--- config.mk ---
export PLATFORM = sky130hd
export DESIGN_NAME = ssc_serial_peer_flat
export DESIGN_NICKNAME = d
export VERILOG_FILES = /design/src/rtl/ssc_pkg.sv /design/src/rtl/ssc_serial_peer_if.sv /design/src/rtl/ssc_byte_fifo.sv /design/src/rtl/ssc_serial_peer.sv /design/src/flat_wrapper.sv
export SDC_FILE = /design/constraint.sdc
export NUM_CORES = 1
export LEC_CHECK = 0
export ABC_AREA = 0
export ABC_CLOCK_PERIOD_IN_PS = 2750
export BUFFER_PORTS_ARGS = -buffer_cell sky130_fd_sc_hd__clkbuf_2
export CORE_MARGIN = 3
export CORE_UTILIZATION = 30
export DETAILED_ROUTE_END_ITERATION = 10
export PLACE_DENSITY = 0.56
export SYNTH_ARGS = -nofsm -noshare
export SYNTH_HDL_FRONTEND = slang
export SYNTH_SLANG_ARGS = --single-unit
--- constraint.sdc ---
create_clock -name CLK_14M -period 2.75 [get_ports CLK_14M]
set_input_delay 0.275 -clock CLK_14M [delete_from_list [all_inputs] [get_ports CLK_14M]]
set_output_delay 0.275 -clock CLK_14M [all_outputs]
set_load 0.01 [all_outputs]
--- src/rtl/ssc_pkg.sv ---
// ---------------------------------------------------------------------------
// ssc_pkg
// Shared definitions for the Super Serial Card far-end peer: character
// format, baud divisor rounding, and the RX/TX state encodings.
// No ports (package).
// ---------------------------------------------------------------------------
package ssc_pkg;

  localparam int SSC_DATA_BITS = 8;
  localparam int SSC_STOP_BITS = 1;
  localparam int SSC_BIT_W     = $clog2(SSC_DATA_BITS);

  // Clock cycles per bit, rounded to nearest.
  function automatic int calc_div(input int clk_hz, input int baud);
    return (clk_hz + baud / 2) / baud;
  endfunction

  typedef enum logic [2:0] {
    RX_IDLE,
    RX_START,
    RX_DATA,
    RX_STOP,
    RX_WAIT_HIGH
  } rx_state_e;

  typedef enum logic [1:0] {
    TX_IDLE,
    TX_START,
    TX_DATA,
    TX_STOP
  } tx_state_e;

endpackage

--- src/rtl/ssc_serial_peer_if.sv ---
// ---------------------------------------------------------------------------
// ssc_serial_peer_if
// Host-side byte streams of the serial peer.
//   RX_DATA/RX_VALID/RX_READY : received bytes, show-ahead, pop on VALID&READY
//   TX_DATA/TX_VALID/TX_READY : bytes to send, accepted on VALID&READY
//   RX_FRAMING_ERR/RX_OVERRUN : one-cycle receive error pulses
// master = host side, slave = the peer.
// ---------------------------------------------------------------------------
interface ssc_serial_peer_if;
  import ssc_pkg::*;

  logic [SSC_DATA_BITS-1:0] RX_DATA;
  logic                     RX_VALID;
  logic                     RX_READY;
  logic [SSC_DATA_BITS-1:0] TX_DATA;
  logic                     TX_VALID;
  logic                     TX_READY;
  logic                     RX_FRAMING_ERR;
  logic                     RX_OVERRUN;

  modport master (
    input  RX_DATA, RX_VALID, TX_READY, RX_FRAMING_ERR, RX_OVERRUN,
    output RX_READY, TX_DATA, TX_VALID
  );

  modport slave (
    output RX_DATA, RX_VALID, TX_READY, RX_FRAMING_ERR, RX_OVERRUN,
    input  RX_READY, TX_DATA, TX_VALID
  );

endinterface

--- src/rtl/ssc_byte_fifo.sv ---
// ---------------------------------------------------------------------------
// ssc_byte_fifo
// Show-ahead FIFO, DEPTH entries (power of 2). The caller qualifies push and
// pop: push only when not full or popping in the same cycle, pop only when
// not empty.
//   CLK_14M, RESET  clock, asynchronous active-high reset
//   push/push_data  write one entry
//   pop             consume the head entry
//   head            current head (0 while empty)
//   count           fill level, 0..DEPTH
//   full/empty      fill flags
// ---------------------------------------------------------------------------
module ssc_byte_fifo #(
  parameter int DEPTH = 16,
  parameter int WIDTH = 8
) (
  input  logic                     CLK_14M,
  input  logic                     RESET,
  input  logic                     push,
  input  logic [WIDTH-1:0]         push_data,
  input  logic                     pop,
  output logic [WIDTH-1:0]         head,
  output logic [$clog2(DEPTH):0]   count,
  output logic                     full,
  output logic                     empty
);

  localparam int PTR_W = $clog2(DEPTH);
  localparam int CNT_W = PTR_W + 1;

  logic [WIDTH-1:0] mem [DEPTH];
  logic [PTR_W-1:0] wr_ptr;
  logic [PTR_W-1:0] rd_ptr;

  // NOTE: the storage array is deliberately left out of reset; only pointers
  // and count define which entries are valid, and a resettable array would
  // turn cheap RAM into a bank of flops.
  always_ff @(posedge CLK_14M) begin
    if (push) mem[wr_ptr] <= push_data;
  end

  // Pointers are PTR_W bits wide, so they wrap modulo DEPTH on their own.
  always_ff @(posedge CLK_14M or posedge RESET) begin
    if (RESET) begin
      wr_ptr <= '0;
      rd_ptr <= '0;
      count  <= '0;
    end else begin
      if (push) wr_ptr <= wr_ptr + PTR_W'(1);
      if (pop)  rd_ptr <= rd_ptr + PTR_W'(1);
      unique case ({push, pop})
        2'b10:   count <= count + CNT_W'(1);
        2'b01:   count <= count - CNT_W'(1);
        default: count <= count;
      endcase
    end
  end

  assign empty = (count == '0);
  assign full  = (count == CNT_W'(DEPTH));
  // Gated so the head reads 0 out of reset instead of uninitialised storage.
  assign head  = empty ? '0 : mem[rd_ptr];

endmodule

--- src/rtl/ssc_serial_peer.sv ---
// ---------------------------------------------------------------------------
// ssc_serial_peer
// Far-end UART partner for the Super Serial Card 6551, fixed 8N1.
// Deserialises card TXD into an RX FIFO, serialises host bytes onto card RXD,
// drives card CTS from RX FIFO fill and gates its own TX on card RTS.
//   CLK_14M    sole clock
//   RESET      asynchronous, active-high
//   SSC_TXD    card UART_TXD (idle high)
//   SSC_RTS_N  card UART_RTS, low = card ready to receive
//   SSC_RXD    to card UART_RXD (idle high)
//   SSC_CTS_N  to card UART_CTS, low = peer ready to receive
//   host       byte streams and error pulses (ssc_serial_peer_if.slave)
// ---------------------------------------------------------------------------
module ssc_serial_peer
  import ssc_pkg::*;
#(
  parameter int CLK_HZ     = 14318180,
  parameter int BAUD       = 9600,
  parameter int DEPTH      = 16,
  parameter int CTS_MARGIN = 2
) (
  input  logic              CLK_14M,
  input  logic              RESET,
  input  logic              SSC_TXD,
  input  logic              SSC_RTS_N,
  output logic              SSC_RXD,
  output logic              SSC_CTS_N,
  ssc_serial_peer_if.slave  host
);

  localparam int DIV      = calc_div(CLK_HZ, BAUD);
  localparam int STOP_LEN = DIV * SSC_STOP_BITS;
  localparam int CNT_W    = $clog2(STOP_LEN);
  localparam int COUNT_W  = $clog2(DEPTH) + 1;

  // Counters load N-1 and expire at 0, so a load of N-1 spans N cycles.
  localparam logic [CNT_W-1:0] DIV_LOAD  = CNT_W'(DIV - 1);
  localparam logic [CNT_W-1:0] STOP_LOAD = CNT_W'(STOP_LEN - 1);
  // IDLE spends one cycle noticing the synced falling edge, so the start bit
  // is sampled DIV/2 cycles after that edge appears on the synced line.
  localparam logic [CNT_W-1:0] HALF_LOAD = CNT_W'(DIV / 2 - 2);
  localparam logic [CNT_W-1:0] CNT_ONE   = CNT_W'(1);
  localparam logic [SSC_BIT_W-1:0] LAST_BIT = SSC_BIT_W'(SSC_DATA_BITS - 1);

  // -------------------------------------------------------------------------
  // Input synchronisers, reset to the idle/not-ready level
  // -------------------------------------------------------------------------
  logic txd_meta, txd_sync;
  logic rts_meta, rts_sync;

  // NOTE: every clocked block uses non-blocking assignments so that each
  // flop samples the value from before the edge; with blocking ones the
  // two synchroniser stages would collapse into one.
  always_ff @(posedge CLK_14M or posedge RESET) begin
    if (RESET) begin
      txd_meta <= 1'b1;
      txd_sync <= 1'b1;
      rts_meta <= 1'b1;
      rts_sync <= 1'b1;
    end else begin
      txd_meta <= SSC_TXD;
      txd_sync <= txd_meta;
      rts_meta <= SSC_RTS_N;
      rts_sync <= rts_meta;
    end
  end

  // -------------------------------------------------------------------------
  // RX FIFO
  // -------------------------------------------------------------------------
  logic                     rx_push;
  logic                     fifo_push;
  logic                     fifo_pop;
  logic [SSC_DATA_BITS-1:0] fifo_head;
  logic [COUNT_W-1:0]       fifo_count;
  logic                     fifo_full;
  logic                     fifo_empty;
  logic [SSC_DATA_BITS-1:0] rx_shift;

  assign fifo_pop  = host.RX_READY && !fifo_empty;
  // A pop in the same cycle frees the slot the new byte lands in.
  assign fifo_push = rx_push && (!fifo_full || fifo_pop);

  ssc_byte_fifo #(
    .DEPTH (DEPTH),
    .WIDTH (SSC_DATA_BITS)
  ) u_fifo (
    .CLK_14M   (CLK_14M),
    .RESET     (RESET),
    .push      (fifo_push),
    .push_data (rx_shift),
    .pop       (fifo_pop),
    .head      (fifo_head),
    .count     (fifo_count),
    .full      (fifo_full),
    .empty     (fifo_empty)
  );

  assign host.RX_DATA  = fifo_head;
  assign host.RX_VALID = !fifo_empty;

  // -------------------------------------------------------------------------
  // RX FSM
  // -------------------------------------------------------------------------
  rx_state_e                rx_state, rx_state_d;
  logic [CNT_W-1:0]         rx_cnt, rx_cnt_d;
  logic [SSC_BIT_W-1:0]     rx_bit, rx_bit_d;
  logic [SSC_DATA_BITS-1:0] rx_shift_d;
  logic                     rx_tick;
  logic                     rx_frame_bad;
  logic                     framing_err_q;
  logic                     overrun_q;

  assign rx_tick = (rx_cnt == '0);

  // NOTE: every signal written here gets a default first; a path that left
  // one unassigned would infer a latch.
  always_comb begin
    rx_state_d   = rx_state;
    rx_cnt_d     = rx_cnt;
    rx_bit_d     = rx_bit;
    rx_shift_d   = rx_shift;
    rx_push      = 1'b0;
    rx_frame_bad = 1'b0;
    unique case (rx_state)
      RX_IDLE: begin
        if (!txd_sync) begin
          rx_state_d = RX_START;
          rx_cnt_d   = HALF_LOAD;
        end
      end
      RX_START: begin
        if (!rx_tick) begin
          rx_cnt_d = rx_cnt - CNT_ONE;
        end else if (txd_sync) begin
          rx_state_d = RX_IDLE;              // glitch, ignored silently
        end else begin
          rx_state_d = RX_DATA;
          rx_cnt_d   = DIV_LOAD;
          rx_bit_d   = '0;
        end
      end
      RX_DATA: begin
        if (!rx_tick) begin
          rx_cnt_d = rx_cnt - CNT_ONE;
        end else begin
          rx_shift_d = {txd_sync, rx_shift[SSC_DATA_BITS-1:1]};   // LSB first
          rx_cnt_d   = DIV_LOAD;
          rx_bit_d   = rx_bit + SSC_BIT_W'(1);
          if (rx_bit == LAST_BIT) rx_state_d = RX_STOP;
        end
      end
      RX_STOP: begin
        if (!rx_tick) begin
          rx_cnt_d = rx_cnt - CNT_ONE;
        end else if (txd_sync) begin
          rx_push    = 1'b1;
          rx_state_d = RX_IDLE;
        end else begin
          rx_frame_bad = 1'b1;
          rx_state_d   = RX_WAIT_HIGH;
        end
      end
      RX_WAIT_HIGH: begin
        // Holds through a break so a long low line is not seen as new frames.
        if (txd_sync) rx_state_d = RX_IDLE;
      end
      default: rx_state_d = RX_IDLE;
    endcase
  end

  always_ff @(posedge CLK_14M or posedge RESET) begin
    if (RESET) begin
      rx_state      <= RX_IDLE;
      rx_cnt        <= '0;
      rx_bit        <= '0;
      rx_shift      <= '0;
      framing_err_q <= 1'b0;
      overrun_q     <= 1'b0;
    end else begin
      rx_state      <= rx_state_d;
      rx_cnt        <= rx_cnt_d;
      rx_bit        <= rx_bit_d;
      rx_shift      <= rx_shift_d;
      framing_err_q <= rx_frame_bad;
      overrun_q     <= rx_push && fifo_full && !fifo_pop;
    end
  end

  assign host.RX_FRAMING_ERR = framing_err_q;
  assign host.RX_OVERRUN     = overrun_q;

  // -------------------------------------------------------------------------
  // CTS hysteresis: stop the card near full, release at half
  // -------------------------------------------------------------------------
  logic cts_n_q;

  always_ff @(posedge CLK_14M or posedge RESET) begin
    if (RESET) begin
      cts_n_q <= 1'b0;
    end else if (fifo_count >= COUNT_W'(DEPTH - CTS_MARGIN)) begin
      cts_n_q <= 1'b1;
    end else if (fifo_count <= COUNT_W'(DEPTH / 2)) begin
      cts_n_q <= 1'b0;
    end
  end

  assign SSC_CTS_N = cts_n_q;

  // -------------------------------------------------------------------------
  // TX FSM
  // -------------------------------------------------------------------------
  tx_state_e                tx_state, tx_state_d;
  logic [CNT_W-1:0]         tx_cnt, tx_cnt_d;
  logic [SSC_BIT_W-1:0]     tx_bit, tx_bit_d;
  logic [SSC_DATA_BITS-1:0] tx_shift, tx_shift_d;
  logic                     tx_line, tx_line_d;
  logic                     tx_tick;
  logic                     tx_ready;

  assign tx_tick  = (tx_cnt == '0);
  // RTS is only consulted here, so a mid-frame RTS change never aborts a frame.
  assign tx_ready = (tx_state == TX_IDLE) && !rts_sync;

  always_comb begin
    tx_state_d = tx_state;
    tx_cnt_d   = tx_cnt;
    tx_bit_d   = tx_bit;
    tx_shift_d = tx_shift;
    tx_line_d  = tx_line;
    unique case (tx_state)
      TX_IDLE: begin
        if (host.TX_VALID && tx_ready) begin
          tx_state_d = TX_START;
          tx_shift_d = host.TX_DATA;
          tx_cnt_d   = DIV_LOAD;
          tx_line_d  = 1'b0;
        end
      end
      TX_START: begin
        if (!tx_tick) begin
          tx_cnt_d = tx_cnt - CNT_ONE;
        end else begin
          tx_state_d = TX_DATA;
          tx_line_d  = tx_shift[0];
          tx_shift_d = tx_shift >> 1;
          tx_bit_d   = '0;
          tx_cnt_d   = DIV_LOAD;
        end
      end
      TX_DATA: begin
        if (!tx_tick) begin
          tx_cnt_d = tx_cnt - CNT_ONE;
        end else begin
          tx_bit_d = tx_bit + SSC_BIT_W'(1);
          if (tx_bit == LAST_BIT) begin
            tx_state_d = TX_STOP;
            tx_line_d  = 1'b1;
            tx_cnt_d   = STOP_LOAD;
          end else begin
            tx_line_d  = tx_shift[0];
            tx_shift_d = tx_shift >> 1;
            tx_cnt_d   = DIV_LOAD;
          end
        end
      end
      TX_STOP: begin
        if (!tx_tick) tx_cnt_d = tx_cnt - CNT_ONE;
        else          tx_state_d = TX_IDLE;
      end
      default: tx_state_d = TX_IDLE;
    endcase
  end

  // The line is a flop with asynchronous set, so reset idles it immediately.
  always_ff @(posedge CLK_14M or posedge RESET) begin
    if (RESET) begin
      tx_state <= TX_IDLE;
      tx_cnt   <= '0;
      tx_bit   <= '0;
      tx_shift <= '0;
      tx_line  <= 1'b1;
    end else begin
      tx_state <= tx_state_d;
      tx_cnt   <= tx_cnt_d;
      tx_bit   <= tx_bit_d;
      tx_shift <= tx_shift_d;
      tx_line  <= tx_line_d;
    end
  end

  assign SSC_RXD       = tx_line;
  assign host.TX_READY = tx_ready;

endmodule

--- src/flat_wrapper.sv ---
// flat-port wrapper written by rule: the top's interface ports become plain ports
module ssc_serial_peer_flat import ssc_pkg::*;
#(
  parameter int CLK_HZ     = 14318180,
  parameter int BAUD       = 9600,
  parameter int DEPTH      = 16,
  parameter int CTS_MARGIN = 2
)
  (CLK_14M, RESET, SSC_TXD, SSC_RTS_N, SSC_RXD, SSC_CTS_N, host_RX_DATA, host_RX_VALID, host_TX_READY, host_RX_FRAMING_ERR, host_RX_OVERRUN, host_RX_READY, host_TX_DATA, host_TX_VALID);
  ssc_serial_peer_if host_i ();
  input  logic CLK_14M;
  input  logic RESET;
  input  logic SSC_TXD;
  input  logic SSC_RTS_N;
  output logic SSC_RXD;
  output logic SSC_CTS_N;
  output wire logic [$bits(host_i.RX_DATA)-1:0] host_RX_DATA;
  output wire logic [$bits(host_i.RX_VALID)-1:0] host_RX_VALID;
  output wire logic [$bits(host_i.TX_READY)-1:0] host_TX_READY;
  output wire logic [$bits(host_i.RX_FRAMING_ERR)-1:0] host_RX_FRAMING_ERR;
  output wire logic [$bits(host_i.RX_OVERRUN)-1:0] host_RX_OVERRUN;
  input wire logic [$bits(host_i.RX_READY)-1:0] host_RX_READY;
  input wire logic [$bits(host_i.TX_DATA)-1:0] host_TX_DATA;
  input wire logic [$bits(host_i.TX_VALID)-1:0] host_TX_VALID;
  assign host_RX_DATA = host_i.RX_DATA;
  assign host_RX_VALID = host_i.RX_VALID;
  assign host_TX_READY = host_i.TX_READY;
  assign host_RX_FRAMING_ERR = host_i.RX_FRAMING_ERR;
  assign host_RX_OVERRUN = host_i.RX_OVERRUN;
  assign host_i.RX_READY = host_RX_READY;
  assign host_i.TX_DATA = host_TX_DATA;
  assign host_i.TX_VALID = host_TX_VALID;
  ssc_serial_peer #(.CLK_HZ(CLK_HZ), .BAUD(BAUD), .DEPTH(DEPTH), .CTS_MARGIN(CTS_MARGIN)) u_core (.CLK_14M(CLK_14M), .RESET(RESET), .SSC_TXD(SSC_TXD), .SSC_RTS_N(SSC_RTS_N), .SSC_RXD(SSC_RXD), .SSC_CTS_N(SSC_CTS_N), .host(host_i));
endmodule
# ---- Word level (Yosys, flattened, before mapping)
# Memory sizes are Yosys's and may differ from the RTL's.
# Cells that the tools add are included.
dict set report op_classes {
  add_sub_neg 8
  magnitude_cmp 2
  eq_ne 28
  mux 54
  n_reduce_logical 32
}
# op n
set ops {}
lappend ops {{11-bit two-way mux} 8}
lappend ops {{11-bit one-hot mux with 4 select lines} 1}
lappend ops {{8-bit two-way mux} 5}
lappend ops {{3-bit two-way mux} 12}
lappend ops {{11-bit one-hot mux with 3 select lines} 1}
lappend ops {{8-bit one-hot mux with 3 select lines} 1}
lappend ops {{11-bit logical NOT} 2}
lappend ops {{11-bit by 1-bit subtractor with 11-bit output, second input constant} 2}
lappend ops {{2-bit by 1-bit inequality test with 1-bit output, second input constant} 9}
lappend ops {{3-bit one-hot mux with 5 select lines} 1}
lappend ops {{1-bit two-way mux} 14}
lappend ops {{2-bit two-way mux} 6}
lappend ops {{2-bit inequality test, second input constant} 6}
lappend ops {{3-bit one-hot mux with 2 select lines} 2}
lappend ops {{4-bit AND reduction} 3}
lappend ops {{5-bit one-hot mux with 2 select lines} 1}
lappend ops {{5-bit AND reduction} 2}
lappend ops {{3-bit == test, second input constant} 3}
lappend ops {{4-bit by 1-bit adder with 4-bit output, second input constant} 2}
lappend ops {{2-bit one-hot mux with 4 select lines} 1}
lappend ops {{2-bit nonzero test} 4}
lappend ops {{3-bit by 1-bit adder with 3-bit output, second input constant} 2}
lappend ops {{2-bit == test, second input constant} 3}
lappend ops {{3-bit by 2-bit == test with 1-bit output, second input constant} 2}
lappend ops {{21 further kinds} 31}
dict set report word_totals {
  register_bits 70
  ram_bits 128
  output_inout_bits 14
  word_cells 144
  mem_count 1
}
# memory depth width rd rd_clocked_by_memory_dff wr line
set memory_table {}
lappend memory_table {u_core.u_fifo.mem 16 8 1 0 1 ssc_byte_fifo.sv:31} ;# logic [WIDTH-1:0] mem [DEPTH];

# ---- Logic depth before layout (Yosys ltp)
dict set report logic_depth {
  depth_word 7
  mapped_depth 11
  depth_no_buf 11
}

# ---- Cells and area by module
# A second synthesis with hierarchy kept.
dict set report hier_totals {
  hier_cells 621
  hier_area_um2 8951.1
}
# module instances cells_per_inst area_each_um2
set by_module_without_submodules {}
lappend by_module_without_submodules {ssc_byte_fifo 1 304 5880.6}
lappend by_module_without_submodules {ssc_serial_peer 1 317 3070.4}

# ---- Worst setup path before layout
# Ideal clock, no wire load.
dict set report synth_timing {
  path_type {register to register}
  start {reg u_core.rx_cnt[5]}
  end {reg u_core.u_fifo.count[4]}
  setup_ps 79
  t_arrival_ps 2921
  required_ps 2671
  setup_slack_ps -250
  path_stages_with_launch 11
  period_less_slack_ps 3000
  path_cell_list {dfrtp_1 -> or4_1 -> buf_2 -> nor4_2 -> a21o_1 -> inv_1 -> ha_1 -> a21o_1 -> a21oi_1 -> mux2i_1 -> xor2_1}
}
dict set report synth_between {
  elab_chain_cells 6
  elab_cells_between_ends 8
  cone_classes {2 x eq/ne; 3 x mux; 3 x reduce/logical}
}
# element line
set synth_lines {}
lappend synth_lines {{start: declaration} ssc_serial_peer.sv:106} ;# logic [CNT_W-1:0] rx_cnt, rx_cnt_d;
lappend synth_lines {{start signal: assignment} ssc_serial_peer.sv:182} ;# rx_cnt <= rx_cnt_d;
lappend synth_lines {{11-bit logical NOT (*)} ssc_serial_peer.sv:114} ;# assign rx_tick = (rx_cnt == '0);
lappend synth_lines {{1-bit two-way mux (*)} ssc_serial_peer.sv:154} ;# if (!rx_tick) begin
lappend synth_lines {{1-bit two-way mux (*)} ssc_serial_peer.sv:125} ;# unique case (rx_state)
lappend synth_lines {{1-bit logical AND (*)} ssc_serial_peer.sv:82} ;# assign fifo_push = rx_push && (!fifo_full || fifo_pop);
lappend synth_lines {{2-bit by 1-bit == test with 1-bit output / 2-bit == test (equally long branches)} ssc_byte_fifo.sv:51} ;# unique case ({push, pop})
lappend synth_lines {{5-bit one-hot mux with 2 select lines / 2-bit nonzero test (equally long branches)} --}
lappend synth_lines {{end signal: assignment} ssc_byte_fifo.sv:52} ;# 2'b10: count <= count + CNT_W'(1);
lappend synth_lines {{end signal: assignment} ssc_byte_fifo.sv:53} ;# 2'b01: count <= count - CNT_W'(1);
lappend synth_lines {{end signal: assignment} ssc_byte_fifo.sv:54} ;# default: count <= count;
lappend synth_lines {{end: declaration} ssc_byte_fifo.sv:23} ;# output logic [$clog2(DEPTH):0] count,
# Mark *: on every way between the ends. The rest lies on a longest branch, timed or not.
# A chain may end at the register's enable or synchronous reset.

# ---- Worst setup path in the final report
dict set report layout_timing {
  start {reg u_core.u_fifo.rd_ptr[0]}
  end {out host_RX_DATA[2]}
}
dict set report layout_between {
  elab_chain_cells 2
}
# element line
set layout_lines {}
lappend layout_lines {{start: declaration} ssc_byte_fifo.sv:33} ;# logic [PTR_W-1:0] rd_ptr;
lappend layout_lines {{start signal: assignment} ssc_byte_fifo.sv:50} ;# if (pop) rd_ptr <= rd_ptr + PTR_W'(1);
lappend layout_lines {{memory read 16 x 8 bit} --}
lappend layout_lines {{8-bit two-way mux} ssc_byte_fifo.sv:62} ;# assign head = empty ? '0 : mem[rd_ptr];
lappend layout_lines {{end: declaration} flat_wrapper.sv:17} ;# output wire logic [$bits(host_i.RX_DATA)-1:0] host_RX_DATA;
# No other way between the ends.

==> impl_metrics.toml <==
[global_route]
grt_pass1_vias = 5384
grtUsageTotal = 0.122
antenna_found_initial = 0
grt_pass1_wl_mm = 29.8
grt_max_degree = 71
grt-ovfl-total = 0

[setup_path]
end_kind = "primary output"
cp_common_cell = "mux4_2"
slowest_delay_ns = 0.56
slowest_stage = "mux4_2"
rr_endpoint = "u_core.u_fifo.count[4]$_DFFE_PP0P_"
worstPathRequired_ns = 2.48
cp-start-kind = "flop"
crit_type = "flop to primary output"
critPathArrivalTime_ns = 2.37
crit_chain = "buf_12 > mux4_2 > mux4_2 > nor2b_1 > clkbuf_2"
ff2ff_setup_slack_ns = 0.13
r2r_start = "u_core.rx_cnt[7]$_DFFE_PP0P_"
r2r_cells = 9
crit_path_max_fanout = 16

[die]
die_x_um = 177
rows = 61
io_pins = 28
coreArea_um2 = 28300
dieHeight_um = 177
dieArea_um2 = 31400
initial_utilization = 0.310

[timing]
finalWorstSetupSlack_ns = 0.106
slew_headroom = 0.524
setup_viol = 0
tightest_slew_ns = 0.714
min_period_over_period = 0.961
finClkSkew_ns = 0.0122
clock.fmax_ghz = 0.378
fin_tns_setup_ns = 0
slew_viol_final = 0
hold_viol_final = 0
rsz0062_at_grt = "yes"
fin_crit_ns = 2.64

[detailed_routing]
drtIter0Drc = 415
num_vias = 5166
routedWlPerCell_um = 17.9
routed_wl_mm = 18.5
viasPerCell = 5.02
antenna_left = 0
drc = 0
first_pass_iters = 5

[yosys]
synth_top_family_by_area = "multiplexers"
ys_types = 66
ys_warn_count = 0
postSynth.asyncResetShare = 0.354
netlist_instances = 578
ys_seq_elements = 198
synth-main-ff-cell = "edfxtp_1"
synth_compound_area_frac = 0.0717
synth_fa_ha_area_frac = 0.0319
synth-xor-area-share = 0.0110
ys_seq_area_frac = 0.638
syn_area_per_cell_um2 = 15.2
muxShareOfSynthArea = 0.138
yosys.area_share.simple = 0.0867
synth_fp_nets = 613
synth_area_um2 = 8780
synth_edf_count = 128

[min_path]
hold_path_depth = 3
worstHoldStart = "host_TX_DATA[7]"
hold_end = "u_core.tx_shift[7]$_DFFE_PP0P_"
hold_class = "input pin to flop"

[final_layout]
area_growth_syn_to_layout_pct = 17.7
antennaDiodeCount = 0
design_area_um2 = 10300
drive_gt1_frac = 0.278
nets = 674
fillers = 2662
final_cells = 1030

[pwr]
p_leak_uw = 0.00419
sw_frac_of_total = 0.315
cellInternalPower_uw = 5700
clkPwrFrac = 0.298
power_frac_comb = 0.262
p_switching_uw = 2620
vdd_ir_drop_max_v = 0.000508
total_power_uw = 8320
powerDensity_nw_per_um2 = 806
p_seq_frac = 0.440

[placed_design]
port_buffers = 27
dp_cells = 993
placed_area_um2 = 9660
place_ws_ns = 0.0605
gp_congestion = 0.823
dp_hpwl_mm = 12.4

[cts]
cts_tree = "built"
cts.sinks = 198
clk_pin_slew_ns = 0.08
cts_buffers = 17
cts-root-buf = "clkbuf_16"
clk_latency_ns = 0.43
htree_levels = 4
cts_buffer_depth = 2

[flow_run]
drv_cap = 0

[outcome]
status = "finished, final reports clean"
final cells by class:
class                      instances  area [um2]  share of cell area
inverter                          27         101             0.00981
multi-input combinational        329        3000               0.290
clock inverter                    14         176              0.0171
timing repair buffer              66         548              0.0530
clock buffer                      18         429              0.0415
tap                              378         473              0.0458
sequential                       198        5600               0.542
cell usage in the layout (no fill, tap or decap), drive strengths merged, types with 4 or more instances in the layout:
cell type / instances
dfstp: 5
or3: 4
nand2: 21
nor4: 11
clkinv: 7
and2: 16
xnor2: 10
mux4: 40
edfxtp: 128
nor3: 14
nand3: 4
dfrtp: 65
nor2: 22
nor2b: 13
or4: 6
inv: 33
nand2b: 6
mux2: 26
a21oi: 17
o2bb2ai: 4
a21o: 8
clkbuf: 45
ha: 20
o21ai: 29
buf: 36
stage by stage:
step / util / hold slack, ns
after floorplan: - / 0.279
after global placement: 0.341 / 0.346
after detailed placement: 0.341 / 0.347
after CTS: 0.364 / 0.114
after global routing: 0.365 / 0.132
final: 0.365 / 0.128
cell usage after synthesis, drive strengths merged (10+ instances only):
cell | n | area (um2)
xnor2 | 10 | 87.6
o21ai | 29 | 145
dfrtp | 65 | 1630
nor4 | 11 | 90.1
mux4 | 40 | 901
clkbuf | 16 | 60.1
inv | 27 | 101
mux2 | 26 | 293
nor3 | 14 | 75.1
edfxtp | 128 | 3840
nor2b | 13 | 81.3
ha | 20 | 250
and2 | 16 | 100
a21oi | 17 | 85.1
nand2 | 21 | 78.8
nor2 | 22 | 82.6
cells by family (layout without fill, tap and decap cells):
| family | Yosys count | after routing |
|---|---|---|
| simple gates | 133 | 133 |
| fa+ha+maj | 22 | 22 |
| buf+inv | 51 | 125 |
| compound gates | 95 | 95 |
| mux | 68 | 68 |
| xor+xnor | 11 | 11 |
| flops | 198 | 198 |
state kept, by name (all words and copies together) (netlist names):
name and cells:
u_core.tx_cnt 11, u_core.SSC_CTS_N 1, u_core.rx_shift 8, u_core.host.RX_FRAMING_ERR 1, u_core.rts_meta 1, u_core.u_fifo.mem 128, u_core.SSC_RXD 1, u_core.host.RX_OVERRUN 1
u_core.rx_bit 3, u_core.u_fifo.count 5, u_core.rx_state 3, u_core.tx_shift 8, u_core.u_fifo.rd_ptr 4, u_core.tx_bit 3, u_core.u_fifo.wr_ptr 4, u_core.txd_sync 1
u_core.rx_cnt 11, u_core.rts_sync 1, u_core.txd_meta 1, u_core.tx_state 2
worst max path at each step:
stage / from / end / slack, ns / cells after the start
after detailed placement: u_core.rx_cnt[5]$_DFFE_PP0P_ / u_core.u_fifo.count[4]$_DFFE_PP0P_ / 0.06 / 9
final: u_core.u_fifo.rd_ptr[0]$_DFFE_PP0P_ / host_RX_DATA[2] / 0.11 / 5
after CTS: u_core.rx_cnt[5]$_DFFE_PP0P_ / u_core.u_fifo.count[4]$_DFFE_PP0P_ / 0.03 / 9
after floorplan: u_core.rx_cnt[5]$_DFFE_PP0P_ / u_core.u_fifo.count[4]$_DFFE_PP0P_ / 0.0003 / 10
after global placement: u_core.rx_cnt[5]$_DFFE_PP0P_ / u_core.u_fifo.count[4]$_DFFE_PP0P_ / 0.11 / 9
after global routing: u_core.rx_cnt[0]$_DFFE_PP0P_ / u_core.u_fifo.count[4]$_DFFE_PP0P_ / -0.01 / 11
critical path: cells and delay by family (launching register included):
kind	cells	cell delay, ns
flops	1	0.41
simple gates	1	0.15
mux	2	1.06
buf+inv	2	0.31
timing repair:
action	CTS	global route
hold buffers	3	0
setup buffers	0	2
setup endpoints to repair	6	45
resized for setup	2	6
endpoints found under the hold margin	67	0
gates cloned	0	0
power by group through the flow:
stage | combinational (uW) | sequential, uW | clock [uW]
after global placement | 2080 | 3700 | 0
after floorplan | 1690 | 3580 | 0
after global routing | 2410 | 3700 | 2660
final | 2180 | 3660 | 2480
after detailed placement | 2170 | 3730 | 0
after CTS | 2190 | 3660 | 2560
layer usage:
layer | routed length (um) | track usage | up-vias
li1 | - | - | 2348
met2 | 9230 | 0.206 | 108
met1 | 8420 | 0.162 | 2696
met4 | 178 | 0.0249 | 0
met3 | 646 | 0.0277 | 14
met5 | 0 | 0 | -
(Power assumes the default switching activity.)
